**config.mk**
```make
export PLATFORM = sky130hd
export DESIGN_NAME = sync_fifo_level
export DESIGN_NICKNAME = d
export VERILOG_FILES = /design/src/rtl/sync_fifo_pkg.sv /design/src/rtl/sync_fifo_ram.sv /design/src/rtl/sync_fifo_level.sv
export SDC_FILE = /design/constraint.sdc
export NUM_CORES = 1
export LEC_CHECK = 0
export BUFFER_PORTS_ARGS = -buffer_cell sky130_fd_sc_hd__buf_2
export CORE_ASPECT_RATIO = 2
export CORE_MARGIN = 1
export CORE_UTILIZATION = 32
export DETAILED_ROUTE_END_ITERATION = 10
export PLACE_DENSITY = 0.55
export SLEW_MARGIN = 40
export SYNTH_ARGS = -nofsm -noshare
export SYNTH_HDL_FRONTEND = slang
export SYNTH_SLANG_ARGS = --single-unit
```
**constraint.sdc**
```tcl
create_clock -name clk -period 6 [get_ports clk]
set_input_delay 0.9 -clock clk [delete_from_list [all_inputs] [get_ports clk]]
set_output_delay 0.9 -clock clk [all_outputs]
set_load 0.05 [all_outputs]
```
**src/rtl/sync_fifo_pkg.sv**
```systemverilog
// Shared constants and elaboration helpers for the parametrised single-clock FIFO.
package sync_fifo_pkg;

    localparam int DEF_DATA_WIDTH = 32;
    localparam int DEF_SIZE_LOG2  = 5;
    localparam int DEF_AF_MARGIN  = 2;   // default almost-full sits this far below DEPTH
    localparam int DEF_AE_THRESH  = 1;

    function automatic int level_width(input int size_log2);
        return size_log2 + 1;
    endfunction

    function automatic bit thresh_legal(input int size_log2, input int af, input int ae);
        int depth;
        depth = 1 << size_log2;
        return (af >= 1) && (af <= depth) && (ae >= 0) && (ae <= depth - 1);
    endfunction

endpackage

```
**src/rtl/sync_fifo_ram.sv**
```systemverilog
// DEPTH x DATA_WIDTH simple dual-port register array with a registered read port.
module sync_fifo_ram #(
    parameter int DATA_WIDTH = 32,
    parameter int SIZE_LOG2  = 5
) (
    input  logic                  clk,
    input  logic                  rst,
    input  logic                  wr_en,
    input  logic [SIZE_LOG2-1:0]  wr_addr,
    input  logic [DATA_WIDTH-1:0] wr_data,
    input  logic                  rd_en,
    input  logic [SIZE_LOG2-1:0]  rd_addr,
    output logic [DATA_WIDTH-1:0] rd_data
);

    logic [DATA_WIDTH-1:0] mem [2**SIZE_LOG2];

    // Storage is deliberately left out of reset; only the output register clears.
    always_ff @(posedge clk) begin
        if (wr_en) mem[wr_addr] <= wr_data;
    end

    always_ff @(posedge clk or posedge rst) begin
        if (rst)        rd_data <= '0;
        else if (rd_en) rd_data <= mem[rd_addr];
    end

endmodule

```
**src/rtl/sync_fifo_level.sv**
```systemverilog
// Single-clock FIFO with occupancy level, almost-full/empty and sticky error flags.
// Optional high-watermark register enabled by defining SYNC_FIFO_WATERMARK_EN.
module sync_fifo_level
    import sync_fifo_pkg::*;
#(
    parameter int DATA_WIDTH = DEF_DATA_WIDTH,
    parameter int SIZE_LOG2  = DEF_SIZE_LOG2,
    parameter int AF_THRESH  = (1 << SIZE_LOG2) - DEF_AF_MARGIN,
    parameter int AE_THRESH  = DEF_AE_THRESH
) (
    input  logic                  clk,
    input  logic                  rst,
    input  logic                  p_write_en,
    input  logic [DATA_WIDTH-1:0] p_write_data,
    output logic                  p_write_full,
    input  logic                  p_read_en,
    output logic [DATA_WIDTH-1:0] p_read_data,
    output logic                  p_read_valid,
    output logic                  p_read_empty,
    output logic [SIZE_LOG2:0]    p_level,
    output logic                  p_almost_full,
    output logic                  p_almost_empty,
    output logic                  p_overflow,
    output logic                  p_underflow,
    input  logic                  p_err_clr,
    output logic [SIZE_LOG2:0]    p_peak_level
);

    localparam int LW = level_width(SIZE_LOG2);
    localparam logic [LW-1:0] PTR_ONE = LW'(1);
    localparam logic [LW-1:0] AF_L    = LW'(AF_THRESH);
    localparam logic [LW-1:0] AE_L    = LW'(AE_THRESH);

    if (!thresh_legal(SIZE_LOG2, AF_THRESH, AE_THRESH)) begin : g_bad_thresh
        $error("sync_fifo_level: AF_THRESH must be 1..DEPTH and AE_THRESH 0..DEPTH-1");
    end

    logic [LW-1:0] wr_ptr, rd_ptr, wr_ptr_nxt, rd_ptr_nxt, level_nxt;
    logic          wr_acc, rd_acc, full_nxt, empty_nxt, ov_nxt, uf_nxt;

    // Acceptance uses the registered flags, so full/empty are never bypassed.
    assign wr_acc     = p_write_en & ~p_write_full;
    assign rd_acc     = p_read_en & ~p_read_empty;
    assign wr_ptr_nxt = wr_acc ? wr_ptr + PTR_ONE : wr_ptr;
    assign rd_ptr_nxt = rd_acc ? rd_ptr + PTR_ONE : rd_ptr;
    assign level_nxt  = wr_ptr_nxt - rd_ptr_nxt;
    assign full_nxt   = (wr_ptr_nxt[LW-1] != rd_ptr_nxt[LW-1]) &&
                        (wr_ptr_nxt[LW-2:0] == rd_ptr_nxt[LW-2:0]);
    assign empty_nxt  = (wr_ptr_nxt == rd_ptr_nxt);
    assign ov_nxt     = (p_write_en & p_write_full) | (p_overflow & ~p_err_clr);
    assign uf_nxt     = (p_read_en & p_read_empty) | (p_underflow & ~p_err_clr);

    sync_fifo_ram #(
        .DATA_WIDTH (DATA_WIDTH),
        .SIZE_LOG2  (SIZE_LOG2)
    ) u_ram (
        .clk     (clk),
        .rst     (rst),
        .wr_en   (wr_acc),
        .wr_addr (wr_ptr[SIZE_LOG2-1:0]),
        .wr_data (p_write_data),
        .rd_en   (rd_acc),
        .rd_addr (rd_ptr[SIZE_LOG2-1:0]),
        .rd_data (p_read_data)
    );

    always_ff @(posedge clk or posedge rst) begin
        if (rst) begin
            wr_ptr         <= '0;
            rd_ptr         <= '0;
            p_level        <= '0;
            p_write_full   <= 1'b0;
            p_read_empty   <= 1'b1;
            p_almost_full  <= 1'b0;
            p_almost_empty <= 1'b1;
            p_read_valid   <= 1'b0;
            p_overflow     <= 1'b0;
            p_underflow    <= 1'b0;
        end else begin
            wr_ptr         <= wr_ptr_nxt;
            rd_ptr         <= rd_ptr_nxt;
            p_level        <= level_nxt;
            p_write_full   <= full_nxt;
            p_read_empty   <= empty_nxt;
            p_almost_full  <= (level_nxt >= AF_L);
            p_almost_empty <= (level_nxt <= AE_L);
            p_read_valid   <= rd_acc;
            p_overflow     <= ov_nxt;
            p_underflow    <= uf_nxt;
        end
    end

`ifdef SYNC_FIFO_WATERMARK_EN
    always_ff @(posedge clk or posedge rst) begin
        if (rst)                           p_peak_level <= '0;
        else if (p_err_clr)                p_peak_level <= level_nxt;
        else if (level_nxt > p_peak_level) p_peak_level <= level_nxt;
    end
`else
    assign p_peak_level = '0;
`endif

endmodule

```
==> impl_results.md <==
- Post-route setup TNS: 0 ps
- Worst vdd ir: 0.249 mV
- Final Max Slew Viols: 0
- Vias in the first global route: 19700
- Clock sinks: 1081
- Highest-delay cell along the critical path: dfrtp_4
- Final setup vio count: 0
- Detailed-router iteration count before antenna repair: 5
- Worst reg2reg path depth: 6
- WL/cell: 28.9 um
- Unrepaired setup endpoints after global routing: false
- Class of the worst hold path: input pin to asynchronous set/reset pin
- Via count: 18500
- Reg clk slew, reported paths: 70 ps
- Crit. Startpoint: rd_ptr[0]
- Avg Inst Size Synth: 23.9 um2
- Worst Tran Pin Value: 841 ps
- DRT iter0 DRCs: 1532
- ANT nets after route: 0
- Fill cell total of the finished layout: 11500
- Most used DFF post-synth: edfxtp_1
- Hold bufs inserted after CTS: 0
- Starting Density: 0.322
- Ys Warns: 0
- Drt via density: 5.06
- Routability cong.: 0.802
- CP Data Required Time: 6530 ps
- Maximum fanout along the worst path: 29
- Pin count of the biggest net entering global routing: 86
- Most common cell on crit path: mux4_2
- Max Freq: 0.303 GHz
- Maxcap violations: 0
- Commonest non-fill, non-tap cell in the layout: edfxtp_1
- Post-synthesis register bit count: 1081
- GRT Resource Usage Total: 0.163
- Sequential element share of the synthesized area: 0.779
- Status: finished clean
- CP Cell Sequence: buf_12 -> buf_4 -> mux4_2 -> mux4_2 -> mux2i_1 -> o21ai_1
- Synth async-reset ratio: 0.0527
- Final net count: 1930
- Max incr delay on CP: 610 ps
- Final Critical Period: 3300 ps
- Synth Cell Area: 41300 um2
- Reg2reg start: rd_ptr[0]
- Slew headroom: 0.439
- Finished Core Util: 0.370
- Unique masters post-synth: 42
- Port Buffers: 81
- Arr. time, crit path: 3830 ps
- PostCTS Resize Cnt: 0
- First-pass GRT wire length: 150 mm
- Proportion of layout cells with a drive suffix above 1: 0.331
- P per Cell Area: 469 nW/um2
- Die Area: 131000 um2
- Tcrit/Tclk final: 0.550
- Crit path buffers/inverters: 2
- Final HPWL DP: 68.0 mm
- Syn Inst Count: 1725
- Most frequent cells in the layout: edfxtp_1 (1024), mux4_2 (320), clkbuf_16 (89)
- Row cnt: 186
- Skew-Pair Late Insertion Delay: 690 ps
- Area grow syn2layout: 15.0%
- Reg2reg end: u_ram.rd_data[6]
- Post-CTS setup buffers: 0
- WS Path Type: register to register
- Routed Wire Length: 105 mm
- H-tree levels: 3
- Startpoint Class: register
- Leak: 14.8 nW
- TritonCTS clock tree: built
- Core Region: 128000 um2
- Worst reg2reg setup slack: 2700 ps
- Root Driver: clkbuf_16
- CP delay by family, top: multiplexers
- Initial antenna violation count: 9
- Number of synthesized flops with an enable pin: 1024
- Clock skew: 26.4 ps
- Total CTS buffers: 88
- IO Pins: 88
- Post-route DRC violation count: 0
- Crit path capture type: register
- Die H: 510 um
- GRT overflow: 0
- Clk buf depth: 3
- Final Hold Violating Endpoints: 0
- Die Wd: 256 um
Yosys cell counts, types with 4 or more instances:
master | count | share of area
buf_2 | 15 | 0.0018
nand2_1 | 47 | 0.0043
edfxtp_1 | 1024 | 0.74
ha_1 | 9 | 0.0027
dfrtp_1 | 55 | 0.033
xnor2_1 | 10 | 0.0021
buf_1 | 11 | 0.0010
mux2i_1 | 33 | 0.0080
buf_6 | 5 | 0.0014
inv_1 | 15 | 0.0014
clkbuf_1 | 36 | 0.0033
nor2_1 | 35 | 0.0032
buf_4 | 25 | 0.0045
o21ai_0 | 6 | 0.00073
nand3b_1 | 4 | 0.00073
mux4_2 | 320 | 0.17
o21ai_1 | 32 | 0.0039
metal layers:
layer,part of all wire,track usage,vias up
li1,-,-,7611
met1,0.38,0.192,10200
met2,0.55,0.299,519
met3,0.042,0.0227,140
met4,0.033,0.0604,2
met5,0.00012,0,-
worst min-delay path, cell delays in order:
cell and delay [ps]:
buf_2 100, inv_2 40, buf_6 450
power by group:
part	leakage [nW]	total (mW)	internal, mW	switching [mW]
Clock	1.36	5.76	3.07	2.69
Combinational	3.54	7.09	3.04	4.05
Sequential	9.91	9.42	8.88	0.536
layout make-up:
class	count	area, um2	area share
clock inverters	49	470	0.00991
clock buffers	113	2330	0.0490
multi-input cells	541	8840	0.186
diodes	2	5.00	0.000105
inverters	16	62.6	0.00132
flip-flops and latches	1081	32200	0.678
repair buffers	156	1480	0.0311
well taps	1692	2120	0.0446
cell families (layout without fill, tap and decap cells):
| kind of cell | Yosys count | in the layout | share of synthesized area |
|---|---|---|---|
| DFF | 1081 | 1081 | 0.779 |
| AOI/OAI and AO/OA | 47 | 47 | 0.00624 |
| buffers and inverters | 108 | 334 | 0.0134 |
| and+or+nand+nor | 108 | 108 | 0.0117 |
| muxes | 353 | 353 | 0.182 |
| xor gates and xnor gates | 15 | 15 | 0.00370 |
| adders and majority gates | 12 | 12 | 0.00345 |
| other | 1 | 8 | 0.0000908 |
registers in the layout (all words and copies together) (netlist names), named ones only:
name	count
p_almost_empty	1
rd_ptr	6
p_read_valid	1
u_ram.rd_data	32
u_ram.mem	1024
p_level	6
p_almost_full	1
p_underflow	1
p_overflow	1
p_write_full	1
p_read_empty	1
wr_ptr	5
how the worst max path moves through the flow:
stage	slack, ps	to	cells after the start
after floorplan	2720	p_almost_empty	12
after global placement	2140	u_ram.mem[10][26]	4
after detailed placement	2270	u_ram.mem[26][20]	5
after CTS	2330	u_ram.rd_data[22]	5
after global routing	2520	p_almost_empty	10
final	2700	u_ram.rd_data[6]	6
through the flow:
step	total power, mW	cells	hold slack, ps	instance area, um2	setup WS (ps)
after floorplan	14.1	1730	477	41300	2720
after global placement	16.7	3449	487	44000	2140
after detailed placement	16.8	3484	489	44700	2270
after CTS	22.6	3646	370	47400	2330
after global routing	23.1	3649	394	47500	2520
final	22.3	3650	348	47500	2700
Power figures use the tool's default switching activity.
